===== src/rtl/mul_acc_pkg.sv =====
// Shared types and helpers for the sequential multiply/accumulate engine.
package mul_acc_pkg;

  typedef enum logic [1:0] {
    MODE_MUL = 2'b00,
    MODE_MAC = 2'b01,
    MODE_ADD = 2'b10,
    MODE_CLR = 2'b11
  } mode_e;

  typedef enum logic [1:0] {
    ST_IDLE = 2'd0,
    ST_MUL  = 2'd1,
    ST_DONE = 2'd2
  } state_e;

  // Iteration counter width; it only has to reach WIDTH-1.
  function automatic int cnt_width(input int width);
    return (width < 2) ? 1 : $clog2(width);
  endfunction

endpackage


===== src/rtl/mul_acc_core.sv =====
// Shift-add multiplier datapath: one partial product per cycle, WIDTH cycles per product.
module mul_acc_core
  import mul_acc_pkg::*;
#(
  parameter int WIDTH = 8
) (
  input  logic                 clk,
  input  logic                 rst,
  input  logic                 start_i,
  input  logic [WIDTH-1:0]     a_i,
  input  logic [WIDTH-1:0]     b_i,
  output logic                 done_o,
  output logic [2*WIDTH-1:0]   product_o
);

  localparam int PW = 2 * WIDTH;
  localparam int CW = cnt_width(WIDTH);

  logic [PW-1:0]    a_shift_q, a_shift_d;
  logic [WIDTH-1:0] b_q, b_d;
  logic [PW-1:0]    p_q, p_d;
  logic [CW-1:0]    cnt_q, cnt_d;
  logic             run_q, run_d;
  logic [PW-1:0]    p_step;
  logic             last;

  always_comb begin
    a_shift_d = a_shift_q;
    b_d       = b_q;
    p_d       = p_q;
    cnt_d     = cnt_q;
    run_d     = run_q;
    p_step    = b_q[0] ? (p_q + a_shift_q) : p_q;
    last      = run_q && (cnt_q == CW'(WIDTH - 1));

    if (start_i) begin
      a_shift_d = PW'(a_i);
      b_d       = b_i;
      p_d       = '0;
      cnt_d     = '0;
      run_d     = 1'b1;
    end else if (run_q) begin
      p_d       = p_step;
      a_shift_d = a_shift_q << 1;
      b_d       = b_q >> 1;
      cnt_d     = last ? '0 : cnt_q + CW'(1);
      run_d     = !last;
    end
  end

  // The final partial sum is exposed combinationally so the owner can
  // capture it on the same edge as the last iteration.
  assign done_o    = last;
  assign product_o = p_step;

  always_ff @(posedge clk) begin
    if (rst) begin
      a_shift_q <= '0;
      b_q       <= '0;
      p_q       <= '0;
      cnt_q     <= '0;
      run_q     <= 1'b0;
    end else begin
      a_shift_q <= a_shift_d;
      b_q       <= b_d;
      p_q       <= p_d;
      cnt_q     <= cnt_d;
      run_q     <= run_d;
    end
  end

endmodule


===== src/rtl/mul_acc_seq.sv =====
// Sequential multiply/accumulate engine: command FSM, handshakes, accumulator and sticky overflow.
module mul_acc_seq
  import mul_acc_pkg::*;
#(
  parameter int WIDTH     = 8,
  parameter int ACC_WIDTH = 2 * WIDTH + 4
) (
  input  logic                 clk,
  input  logic                 rst,
  input  logic                 in_valid,
  output logic                 in_ready,
  input  logic [WIDTH-1:0]     a,
  input  logic [WIDTH-1:0]     b,
  input  logic [1:0]           mode,
  output logic                 out_valid,
  input  logic                 out_ready,
  output logic [ACC_WIDTH-1:0] result,
  output logic                 overflow,
  output logic                 busy
);

  localparam int AW1 = ACC_WIDTH + 1;

  state_e                 state_q, state_d;
  mode_e                  mode_q, mode_d;
  logic [ACC_WIDTH-1:0]   acc_q, acc_d;
  logic                   ovf_q, ovf_d;
  logic [ACC_WIDTH-1:0]   result_q, result_d;
  logic                   core_start;
  logic                   core_done;
  logic [2*WIDTH-1:0]     core_product;
  logic [AW1-1:0]         acc_sum;
  logic [WIDTH:0]         add_sum;

  mul_acc_core #(
    .WIDTH (WIDTH)
  ) u_core (
    .clk       (clk),
    .rst       (rst),
    .start_i   (core_start),
    .a_i       (a),
    .b_i       (b),
    .done_o    (core_done),
    .product_o (core_product)
  );

  always_comb begin
    state_d    = state_q;
    mode_d     = mode_q;
    acc_d      = acc_q;
    ovf_d      = ovf_q;
    result_d   = result_q;
    core_start = 1'b0;
    // One extra bit keeps the accumulator carry-out for the sticky flag.
    acc_sum    = AW1'(acc_q) + AW1'(core_product);
    add_sum    = {1'b0, a} + {1'b0, b};

    case (state_q)
      ST_IDLE: begin
        if (in_valid) begin
          mode_d = mode_e'(mode);
          case (mode_e'(mode))
            MODE_MUL, MODE_MAC: begin
              core_start = 1'b1;
              state_d    = ST_MUL;
            end
            MODE_ADD: begin
              result_d = ACC_WIDTH'(add_sum);
              state_d  = ST_DONE;
            end
            default: begin
              acc_d    = '0;
              ovf_d    = 1'b0;
              result_d = '0;
              state_d  = ST_DONE;
            end
          endcase
        end
      end
      ST_MUL: begin
        if (core_done) begin
          if (mode_q == MODE_MAC) begin
            acc_d    = acc_sum[ACC_WIDTH-1:0];
            ovf_d    = ovf_q | acc_sum[ACC_WIDTH];
            result_d = acc_sum[ACC_WIDTH-1:0];
          end else begin
            result_d = ACC_WIDTH'(core_product);
          end
          state_d = ST_DONE;
        end
      end
      ST_DONE: begin
        if (out_ready) begin
          state_d = ST_IDLE;
        end
      end
      default: state_d = ST_IDLE;
    endcase
  end

  always_ff @(posedge clk) begin
    if (rst) begin
      state_q  <= ST_IDLE;
      mode_q   <= MODE_MUL;
      acc_q    <= '0;
      ovf_q    <= 1'b0;
      result_q <= '0;
    end else begin
      state_q  <= state_d;
      mode_q   <= mode_d;
      acc_q    <= acc_d;
      ovf_q    <= ovf_d;
      result_q <= result_d;
    end
  end

  assign in_ready  = (state_q == ST_IDLE);
  assign out_valid = (state_q == ST_DONE);
  assign busy      = (state_q != ST_IDLE);
  assign result    = result_q;
  assign overflow  = ovf_q;

endmodule

===== config.mk =====
export PLATFORM = sky130hd
export DESIGN_NAME = mul_acc_seq
export DESIGN_NICKNAME = d
export VERILOG_FILES = /design/src/rtl/mul_acc_pkg.sv /design/src/rtl/mul_acc_core.sv /design/src/rtl/mul_acc_seq.sv
export SDC_FILE = /design/constraint.sdc
export NUM_CORES = 1
export LEC_CHECK = 0
export ABC_AREA = 1
export CAP_MARGIN = 20
export CORE_MARGIN = 2
export CORE_UTILIZATION = 40
export DETAILED_ROUTE_END_ITERATION = 16
export HOLD_SLACK_MARGIN = 0.03
export SLEW_MARGIN = 20
export SYNTH_ARGS = -nofsm -noshare
export SYNTH_HDL_FRONTEND = slang
export SYNTH_HIERARCHICAL = 1
export SYNTH_SLANG_ARGS = --single-unit
export TNS_END_PERCENT = 30

===== constraint.sdc =====
create_clock -name clk -period 6.9 [get_ports clk]
set_input_delay 1.38 -clock clk [delete_from_list [all_inputs] [get_ports clk]]
set_output_delay 1.38 -clock clk [all_outputs]
set_load 0.01 [all_outputs]

Yosys cells after proc, flatten, opt, wreduce, memory -nomap -nowiden --
Cells that the tools add are included.
Cells by class: add/sub/neg operators 4, eq/ne operators 12, mux-type cells 31, bitwise logic cells 1, reductions and logical operators 14
Operator list (number):
- $mux W20 | 7
- $pmux W20 S2 | 3
- $mux W8 | 4
- $add A20 B16 Y21 | 1
- $add A16 B16 Y16 | 1
- $mux W16 | 1
- $ne A2 B2 Y1 const B | 5
- $add A8 B8 Y9 | 1
- $mux W1 | 9
- $mux W2 | 4
- $eq A2 B1 Y1 const B | 3
- $pmux W2 S3 | 1
- $reduce_bool A2 Y1 | 3
- $reduce_and A5 Y1 | 1
- $eq A2 B2 Y1 const B | 2
- $logic_not A2 Y1 | 2
- $reduce_and A4 Y1 | 1
- $reduce_or A2 Y1 | 2
- $add A3 B1 Y3 const B | 1
- $eq A3 B3 Y1 const B | 1
- $mux W3 | 1
- $reduce_and A3 Y1 | 1
- $reduce_or A3 Y1 | 1
- $ne A2 B1 Y1 const B | 1
- 5 further kinds | 5
Storage, ports and cells: bits in registers 89, input bits 22, output and inout bits 24

Longest topological paths before layout --
depth in word-level cells 7, gate-level depth with buffers 23

Modules after synthesis --
Netlist, hierarchy kept.
By module, submodules not included:
- mul_acc_seq | times used 1, cells each 524, area an instance 3276.9 µm²
- mul_acc_core | times used 1, cells each 446, area an instance 2922.8 µm²

Least setup slack after synthesis --
No wires, ideal clock.
path type register to register, start point reg u_core.a_shift_q[0], end point reg result_q[12] (netlist: result[12]), setup time 0.132 ns, arrival time 2.676 ns, slack 4.091 ns, cell stages (with the launch flop) 21, buffers on the path 0, clock period less this slack 2.809 ns, cell sequence dfxtp_1 > ha_1 > fa_1 > nand2_1 > nand2_1 > nand3b_1 > nand2_1 > or2_0 > nand3_1 > o21ai_0 > ha_1 > nand2_1 > inv_1 > a21oi_1 > nand2_1 > a21oi_1 > inv_1 > nand2_1 > nand3_1 > nand2_1 > a21oi_1
Between the ends: cells in the longest elaborated chain, start to end 6
Ends and longest elaborated chain:
- from (decl) | RTL line mul_acc_core.sv:19 | logic [PW-1:0] a_shift_q, a_shift_d;
- from (signal assigned) | RTL line mul_acc_core.sv:64 | a_shift_q <= a_shift_d;
- $add A16 B16 Y16 | RTL line mul_acc_core.sv:33 | p_step = b_q[0] ? (p_q + a_shift_q) : p_q;
- $mux W16 | RTL line mul_acc_core.sv:33
- via core_product[6] | RTL line mul_acc_seq.sv:31 | logic [2*WIDTH-1:0] core_product;
- $add A20 B16 Y21 | RTL line mul_acc_seq.sv:55 | acc_sum = AW1'(acc_q) + AW1'(core_product);
- $mux W20 | RTL line mul_acc_seq.sv:82 | if (mode_q == MODE_MAC) begin
- $mux W20 | RTL line mul_acc_seq.sv:81 | if (core_done) begin
- $pmux W20 S2 | RTL line mul_acc_seq.sv:58 | case (state_q)
- to (signal assigned) | RTL line mul_acc_seq.sv:113 | result_q <= result_d;
- to (decl) | RTL line mul_acc_seq.sv:28 | logic [ACC_WIDTH-1:0] result_q, result_d;
The timed path passes the listed nets, and every way through them passes these cells. The select of a mux whose other input is x is not followed. A chain may end at the register's enable or synchronous reset.

Worst setup path in the final report --
start point reg u_core.a_shift_q[0], end point reg result_q[8] (netlist: result[8])
Same word-level chain as after synthesis.

==> flow_summary.rst <==
.. list-table::
   :header-rows: 1

   * - Metric
     - Value
   * - Count of port buffers added during placement
     - 45
   * - Core Region
     - about 15000 um2
   * - Worst Setup Slack, final
     - about 3.6 ns
   * - Fraction of layout cells with a size suffix above 1
     - ~4.8%
   * - Crit Path Max Fanout
     - 4
   * - Cell with the largest stage delay on the worst path
     - sky130_fd_sc_hd__ha_1
   * - Maximum clock insertion buffer count
     - 2
   * - Overall routed net length
     - 16520 um
   * - Delay of the slowest cell on the worst path
     - 0.42 ns
   * - Die width
     - ~130 um
   * - Class of the tightest hold or removal check
     - flop to flop
   * - Synth warnings
     - 6
   * - Summed instance area of the synthesized netlist
     - about 6200 um2
   * - TritonCTS clock tree
     - yes
   * - Number of cells in the design after placement
     - between 1000 and 1500
   * - Count of unresolved DRC violations after routing
     - 0
   * - CTS clk-pin slew, worst paths
     - 0.07 ns
   * - Yosys reg bits
     - 89
   * - RSZ-0062 raised after global routing
     - no
   * - Crit. End Element
     - flop
   * - Overall die area
     - approximately 17000 um2
   * - Post-synthesis cell type count
     - 47
   * - Detail Route Antenna Nets
     - 0
   * - Top cells by area, synth
     - sky130_fd_sc_hd__dfxtp_1 (29%), sky130_fd_sc_hd__nand2_1 (18%), sky130_fd_sc_hd__ha_1 (8.3%), sky130_fd_sc_hd__inv_1 (8.1%), sky130_fd_sc_hd__a21oi_1 (7.4%)
   * - Maximum Capacitance Violations
     - 0
   * - Pin count of the biggest net entering global routing
     - 40
   * - Seq/Total Area, Yosys
     - ~29%
   * - GRT overflow
     - 0
   * - Area growth from synthesis to final layout
     - 13.74%
   * - Master cell of the clock root buffer
     - sky130_fd_sc_hd__clkbuf_16
   * - First-pass detailed-route iteration total
     - 5
   * - Placement Setup Slack
     - between 3 and 4 ns
   * - Post-CTS Resized
     - 0
   * - Per-cell routed wire length
     - about 14 um
   * - Largest voltage drop on the vdd net
     - between 100 and 150 uV
   * - Number of global-route vias before repair
     - between 5000 and 6000
   * - Worst Max-Slew Pin Slew
     - about 0.92 ns
   * - Fraction of post-synthesis cell area in the top cell type by area
     - between 20% and 30%
   * - Clock buffers created by TritonCTS
     - 9
   * - Reported leakage power
     - approximately 3.4 nW
   * - Total setup violations reported at the end of the flow
     - 0
   * - Synthesized area per cell
     - 6.391 um2
   * - Gate count after technology mapping
     - just under 1000
   * - Pins over their slew limit
     - 0
   * - Total area of multi-input combinational cells
     - between 3000 and 4000 um2
   * - Wire length of the first global-routing pass
     - ~28000 um
   * - Routed wire length on met3
     - around 600 um
   * - Number of setup buffers added after CTS
     - 0
   * - Number of buffers added to fix hold violations after cts
     - 0
   * - Number of standard cells in the layout, taps in and fillers out
     - around 1200
   * - Relative slew slack
     - between 30% and 40%
   * - Post-route clock skew
     - roughly 0.0051 ns
   * - Final hold violation count
     - 0
   * - Smallest hold slack
     - approximately 0.45 ns
   * - Sequential Area
     - between 1500 and 2000 um2
   * - Ordered list of cells on the worst path
     - ha_1, fa_1, nand2_1, nand2_1, nand3b_1, nand2_1, or2_0, nand3_1, o21ai_0, ha_1, nand2_1, nor2_1, nand2_1, nand2_1, xor2_1, nand2_1, nand3_1, o211ai_1, inv_1
   * - Die Ht
     - between 100 and 150 um
   * - # diodes
     - 0
   * - Kind of launch point of the worst setup path
     - flop
   * - CP Class
     - flop to flop
   * - IO Pins
     - 46
   * - First DRT Iteration DRCs
     - around 400
   * - Clock latency on the worst-skew pair
     - about 0.35 ns
   * - Final Wtd Congestion
     - 0.8996
   * - Post-layout min period
     - 3.336 ns
   * - Clk sink count
     - 89
   * - Share of synthesized flip-flops with an asynchronous set or reset
     - 0%
   * - Power per cell area
     - around 200 nW/um2
   * - Maximum clock frequency
     - approximately 300 MHz
   * - # H-tree levels
     - 3
   * - Post-DR vias/cell
     - a little over 5
   * - Core utilization of the finished layout
     - approximately 47%
   * - Area leader, netlist
     - sky130_fd_sc_hd__dfxtp_1
   * - Met2 wire length
     - 7415 um
   * - Signal arrival time at the worst endpoint
     - approximately 3.6 ns
   * - Placement row count
     - 45
   * - Via total after detailed routing
     - roughly 6000
   * - Critical path data required time
     - roughly 7.2 ns
   * - Crit share post-route
     - 48.35%
   * - Run status
     - finished clean
   * - Initial core utilization
     - between 40% and 50%
   * - Ys flop type
     - sky130_fd_sc_hd__dfxtp_1
   * - Fill count
     - 1582
   * - Top routing layer used
     - met4
   * - Overall routing resource usage
     - a little over a fifth
   * - Setup total negative slack
     - 0 ns
   * - Half-perimeter wire length of the detailed placement result
     - 12280 um
   * - Cell seen most often among critical-path stages
     - sky130_fd_sc_hd__nand2_1
   * - Number of antenna violations at the first check in global routing
     - 0
   * - Synthesized netlist net count
     - around 1000
   * - Nets
     - between 1000 and 1500
   * - Number of synthesized flops with an enable pin
     - 0
   * - Routed metal-1 wire length
     - 8171 um
## final timing paths
check,to,slack (ns),startpoint,depth (start not counted)
setup / recovery,result[8]$_SDFFE_PP0P_,3.56,u_core/a_shift_q[0]$_SDFFE_PP0P_,19
hold / removal,overflow$_SDFFE_PP0P_,0.45,overflow$_SDFFE_PP0P_,2
setup reg to reg,result[8]$_SDFFE_PP0P_,3.56,u_core/a_shift_q[0]$_SDFFE_PP0P_,19
hold reg to reg,overflow$_SDFFE_PP0P_,0.45,overflow$_SDFFE_PP0P_,2
## cell usage after synthesis, types with 6 or more instances
cell type	number
sky130_fd_sc_hd__nand2_1	297
sky130_fd_sc_hd__inv_1	134
sky130_fd_sc_hd__a21oi_1	92
sky130_fd_sc_hd__dfxtp_1	89
sky130_fd_sc_hd__nor2_1	80
sky130_fd_sc_hd__nand3_1	52
sky130_fd_sc_hd__ha_1	41
sky130_fd_sc_hd__o21ai_0	41
sky130_fd_sc_hd__clkbuf_1	15
sky130_fd_sc_hd__nand4_1	11
sky130_fd_sc_hd__xor2_1	10
sky130_fd_sc_hd__o221ai_1	8
sky130_fd_sc_hd__nor3_1	7
sky130_fd_sc_hd__a211oi_1	6
sky130_fd_sc_hd__buf_2	6
sky130_fd_sc_hd__nand3b_1	6
## kinds of logic after synthesis
group / Yosys count / synth area share (%)
compound gates: 177 / 16.25
fa+ha+maj: 44 / 9.243
flops: 89 / 28.74
xor+xnor: 11 / 1.554
buf+inv: 169 / 11.38
simple gates: 480 / 32.84
## critical path, delay by kind of cell (launching register included)
family / cells / cell delay [ns]
DFF: 1 / 0.33
adders and majority gates: 3 / 1.02
buffers and inverters: 1 / 0.08
xor gates and xnor gates: 1 / 0.31
and+or+nand+nor: 12 / 1.27
AOI/OAI and AO/OA: 2 / 0.29
## flip-flops by register name (all words and copies together) (netlist names)
signal            flops
u_core/cnt_q          3
u_core/p_q           16
u_core/a_shift_q     16
overflow              1
result               20
mode_q                2
acc_q                20
u_core/run_q          1
u_core/b_q            8
state_q               2
## routing by layer
metal  track usage (%)  vias up
met4             7.609        0
met3             2.911       24
met5                 0        -
met1             28.18     2691
met2             34.14      120
li1                  -     3191
## cell type report
type | instances | area share, %
Sequential cell | 89 | 25.27
Clock buffer | 10 | 3.389
Timing Repair Buffer | 51 | 7.026
Multi-Input combinational cell | 712 | 52.64
Clock inverter | 6 | 0.9404
Tap cell | 188 | 3.336
Inverter | 139 | 7.399
## metrics by stage
step	area, um2	power, mW
2_1_floorplan	6200	0.7811
3_3_place_gp	6746	0.8724
3_5_place_dp	6746	0.8715
4_1_cts	7052	1.391
5_1_grt	7052	1.449
6_report	7052	1.379
## power by group
part	switching, mW	internal [mW]
sequential	0.0192	0.543
clock	0.224	0.292
combinational	0.191	0.109
## cell usage in the layout, fill, tap and decap left out, types with 2 or more instances in the layout
cell / netlist / final
sky130_fd_sc_hd__nand2_1: 297 / 297
sky130_fd_sc_hd__inv_1: 134 / 134
sky130_fd_sc_hd__a21oi_1: 92 / 92
sky130_fd_sc_hd__dfxtp_1: 89 / 89
sky130_fd_sc_hd__nor2_1: 80 / 80
sky130_fd_sc_hd__nand3_1: 52 / 52
sky130_fd_sc_hd__clkdlybuf4s50_1: 0 / 45
sky130_fd_sc_hd__o21ai_0: 41 / 41
sky130_fd_sc_hd__ha_1: 41 / 41
sky130_fd_sc_hd__nand4_1: 11 / 11
sky130_fd_sc_hd__xor2_1: 10 / 10
sky130_fd_sc_hd__clkbuf_16: 0 / 9
sky130_fd_sc_hd__o221ai_1: 8 / 8
sky130_fd_sc_hd__nor3_1: 7 / 7
sky130_fd_sc_hd__nand3b_1: 6 / 6
sky130_fd_sc_hd__a211oi_1: 6 / 6
sky130_fd_sc_hd__buf_4: 1 / 6
sky130_fd_sc_hd__or2_1: 5 / 5
sky130_fd_sc_hd__o211ai_1: 5 / 5
sky130_fd_sc_hd__o22ai_1: 5 / 5
sky130_fd_sc_hd__nand2_2: 5 / 5
sky130_fd_sc_hd__nand3_2: 5 / 5
sky130_fd_sc_hd__a31oi_1: 5 / 5
sky130_fd_sc_hd__clkinv_1: 3 / 3
sky130_fd_sc_hd__and2_1: 3 / 3
sky130_fd_sc_hd__o21a_1: 3 / 3
sky130_fd_sc_hd__fa_1: 3 / 3
sky130_fd_sc_hd__nor3_2: 3 / 3
sky130_fd_sc_hd__o21ai_2: 2 / 2
sky130_fd_sc_hd__nor2_4: 2 / 2
sky130_fd_sc_hd__inv_2: 2 / 2
sky130_fd_sc_hd__o21bai_1: 2 / 2
sky130_fd_sc_hd__clkinv_4: 0 / 2
sky130_fd_sc_hd__clkinv_2: 0 / 2
sky130_fd_sc_hd__a21oi_2: 2 / 2
sky130_fd_sc_hd__o211ai_2: 2 / 2
No activity file was read; power rests on OpenSTA's default activity.
==> RTL change, RTL diff (same settings) <==
Add an input register stage for `mode`; this delays it by one clock. The other inputs are not delayed to match.
--- a/src/rtl/mul_acc_seq.sv
+++ b/src/rtl/mul_acc_seq.sv
@@ -20,6 +20,12 @@
 );
 
   localparam int AW1 = ACC_WIDTH + 1;
+
+  logic [1:0] mode_r;
+
+  always_ff @(posedge clk) begin
+    mode_r <= mode;
+  end
 
   state_e                 state_q, state_d;
   mode_e                  mode_q, mode_d;
@@ -58,8 +64,8 @@
     case (state_q)
       ST_IDLE: begin
         if (in_valid) begin
-          mode_d = mode_e'(mode);
-          case (mode_e'(mode))
+          mode_d = mode_e'(mode_r);
+          case (mode_e'(mode_r))
             MODE_MUL, MODE_MAC: begin
               core_start = 1'b1;
               state_d    = ST_MUL;
Behaviour: not the same (Yosys sat finds a counterexample within 4 cycles, from zero or initial values and one cycle with rst high).
==> RTL change against the unedited design <==
Routed wire length is 1.9% lower. Sequential cell count is 2 higher. Worst setup slack worse by 0.058 ns. Synthesized cell count is 2.2% higher. Total power is 1.9% lower. Clock power is 9.5% lower. Critical path depth stayed put. Area after synthesis is 2.1% higher. Final cell count is 3.3% higher. Design area is 1.9% higher. Sequential power is 3% higher.
==> RTL change: results (changes against the unedited design) <==
| Metric | Value |
|---|---|
| DP Wirelength | 12,100 µm (-1.5%) |
| Yosys cell types | 49 (+4.3%) |
| Worst path max stage delay | 0.39 ns (-0.03 ns) |
| Clock skew | 0.00813 ns (+0.00307 ns) |
| Routed wl met3 | 495 µm (-15%) |
| Critical-path top delay cell | fa_1 |
| CP arrival | 3.67 ns (+0.04 ns) |
| Largest net degree at the start of global routing | 41 (+2.5%) |
| Met2 track demand over resource | 32.6% (-1.5 points) |
| Via/cell ratio | 4.89 (-3.1%) |
| DR WL/cell | 13.1 µm (-5.1%) |
| Global Route met3 Usage | 3.28% (+0.37 points) |
| R2R Setup Slk | 3.51 ns (-0.06 ns) |
| Worst ir drop on vdd | 0.119 mV (+2.1%) |
| Ratio of cells with drive above 1 in the final layout | 4.69% (-0.079 points) |
| Seq/Total Area, Yosys | 28.8% (+0.036 points) |
| Syn_nets | 1,057 (+2.0%) |
| Status | complete, no violations |
| Synth cell count leaders | 303 x nand2_1, 133 x inv_1, 100 x nor2_1, 91 x dfxtp_1, 84 x a21oi_1 |
| Grt met1 use | 27.1% (-1.1 points) |
| Vias in the first global route | 5,485 (-3.1%) |
| Routability cong. | 0.855 (-4.9%) |
| Global-route wire length before repair | 27,000 µm (-2.8%) |
| Worst Hold Slack | 0.452 ns (+0.00211 ns) |
| GRT Total Usage | 20.0% (-0.82 points) |
| DRT met1 WL | 8110 µm (-0.78%) |
## RTL change: logic make-up after synthesis
| group | synth area share, % |
|---|---|
| AO/OA/AOI/OAI | 15.9 |
| buffers and inverters | 11.2 |
| adder cells (fa/ha/maj) | 9.05 |
| flip-flops | 28.8 |
| XOR/XNOR | 1.38 |
| AND/OR/NAND/NOR | 33.8 |
## RTL change: power by group
part	switching (mW)	internal, mW	leakage [nW]
Clock	0.214	0.254	0.135
Combinational	0.195	0.113	2.49
Sequential	0.0216	0.556	0.741
Total	0.430	0.923	3.37
## RTL change: layout make-up
| class | instances | area (µm²) |
|---|---|---|
| Multi-Input combinational cell | 731 | 3820 |
| Clock buffer | 10 | 239 |
| Fill cell | 1648 | 8130 |
| Sequential cell | 91 | 1820 |
| Inverter | 138 | 520 |
| Tap cell | 211 | 264 |
| Clock inverter | 5 | 38.8 |
| Timing Repair Buffer | 49 | 480 |
## RTL change: worst register-to-register path, cell delays in order, from the launching register on
cell and delay, ns:
dfxtp_1 0.33, ha_1 0.23, fa_1 0.39, nand2_1 0.10
nand2_1 0.07, nand3b_1 0.10, nand2_1 0.11, or2_0 0.21
nand3_1 0.09, o21ai_0 0.20, ha_1 0.39, nand2_1 0.08
nand2_1 0.07, a21oi_1 0.22, nand3_1 0.19, nand2_1 0.13
nand2_1 0.06, nand2_1 0.06, nand4_1 0.12, a21oi_1 0.17
## RTL change: path summary, 6_finish.rpt
check               to  cells after the start
max          acc_q[17]                     19
min           overflow                      2
max reg2reg  acc_q[17]                     19
min reg2reg   overflow                      2
## RTL change: stage by stage
step                cells  setup WS (ns)  area [µm²]
global route         1235           3.20        7190
CTS                  1235           3.45        7170
global placement     1220           3.12        6890
floorplan             991           4.13        6330
finish               1235           3.51        7190
detailed placement   1220           3.09        6890
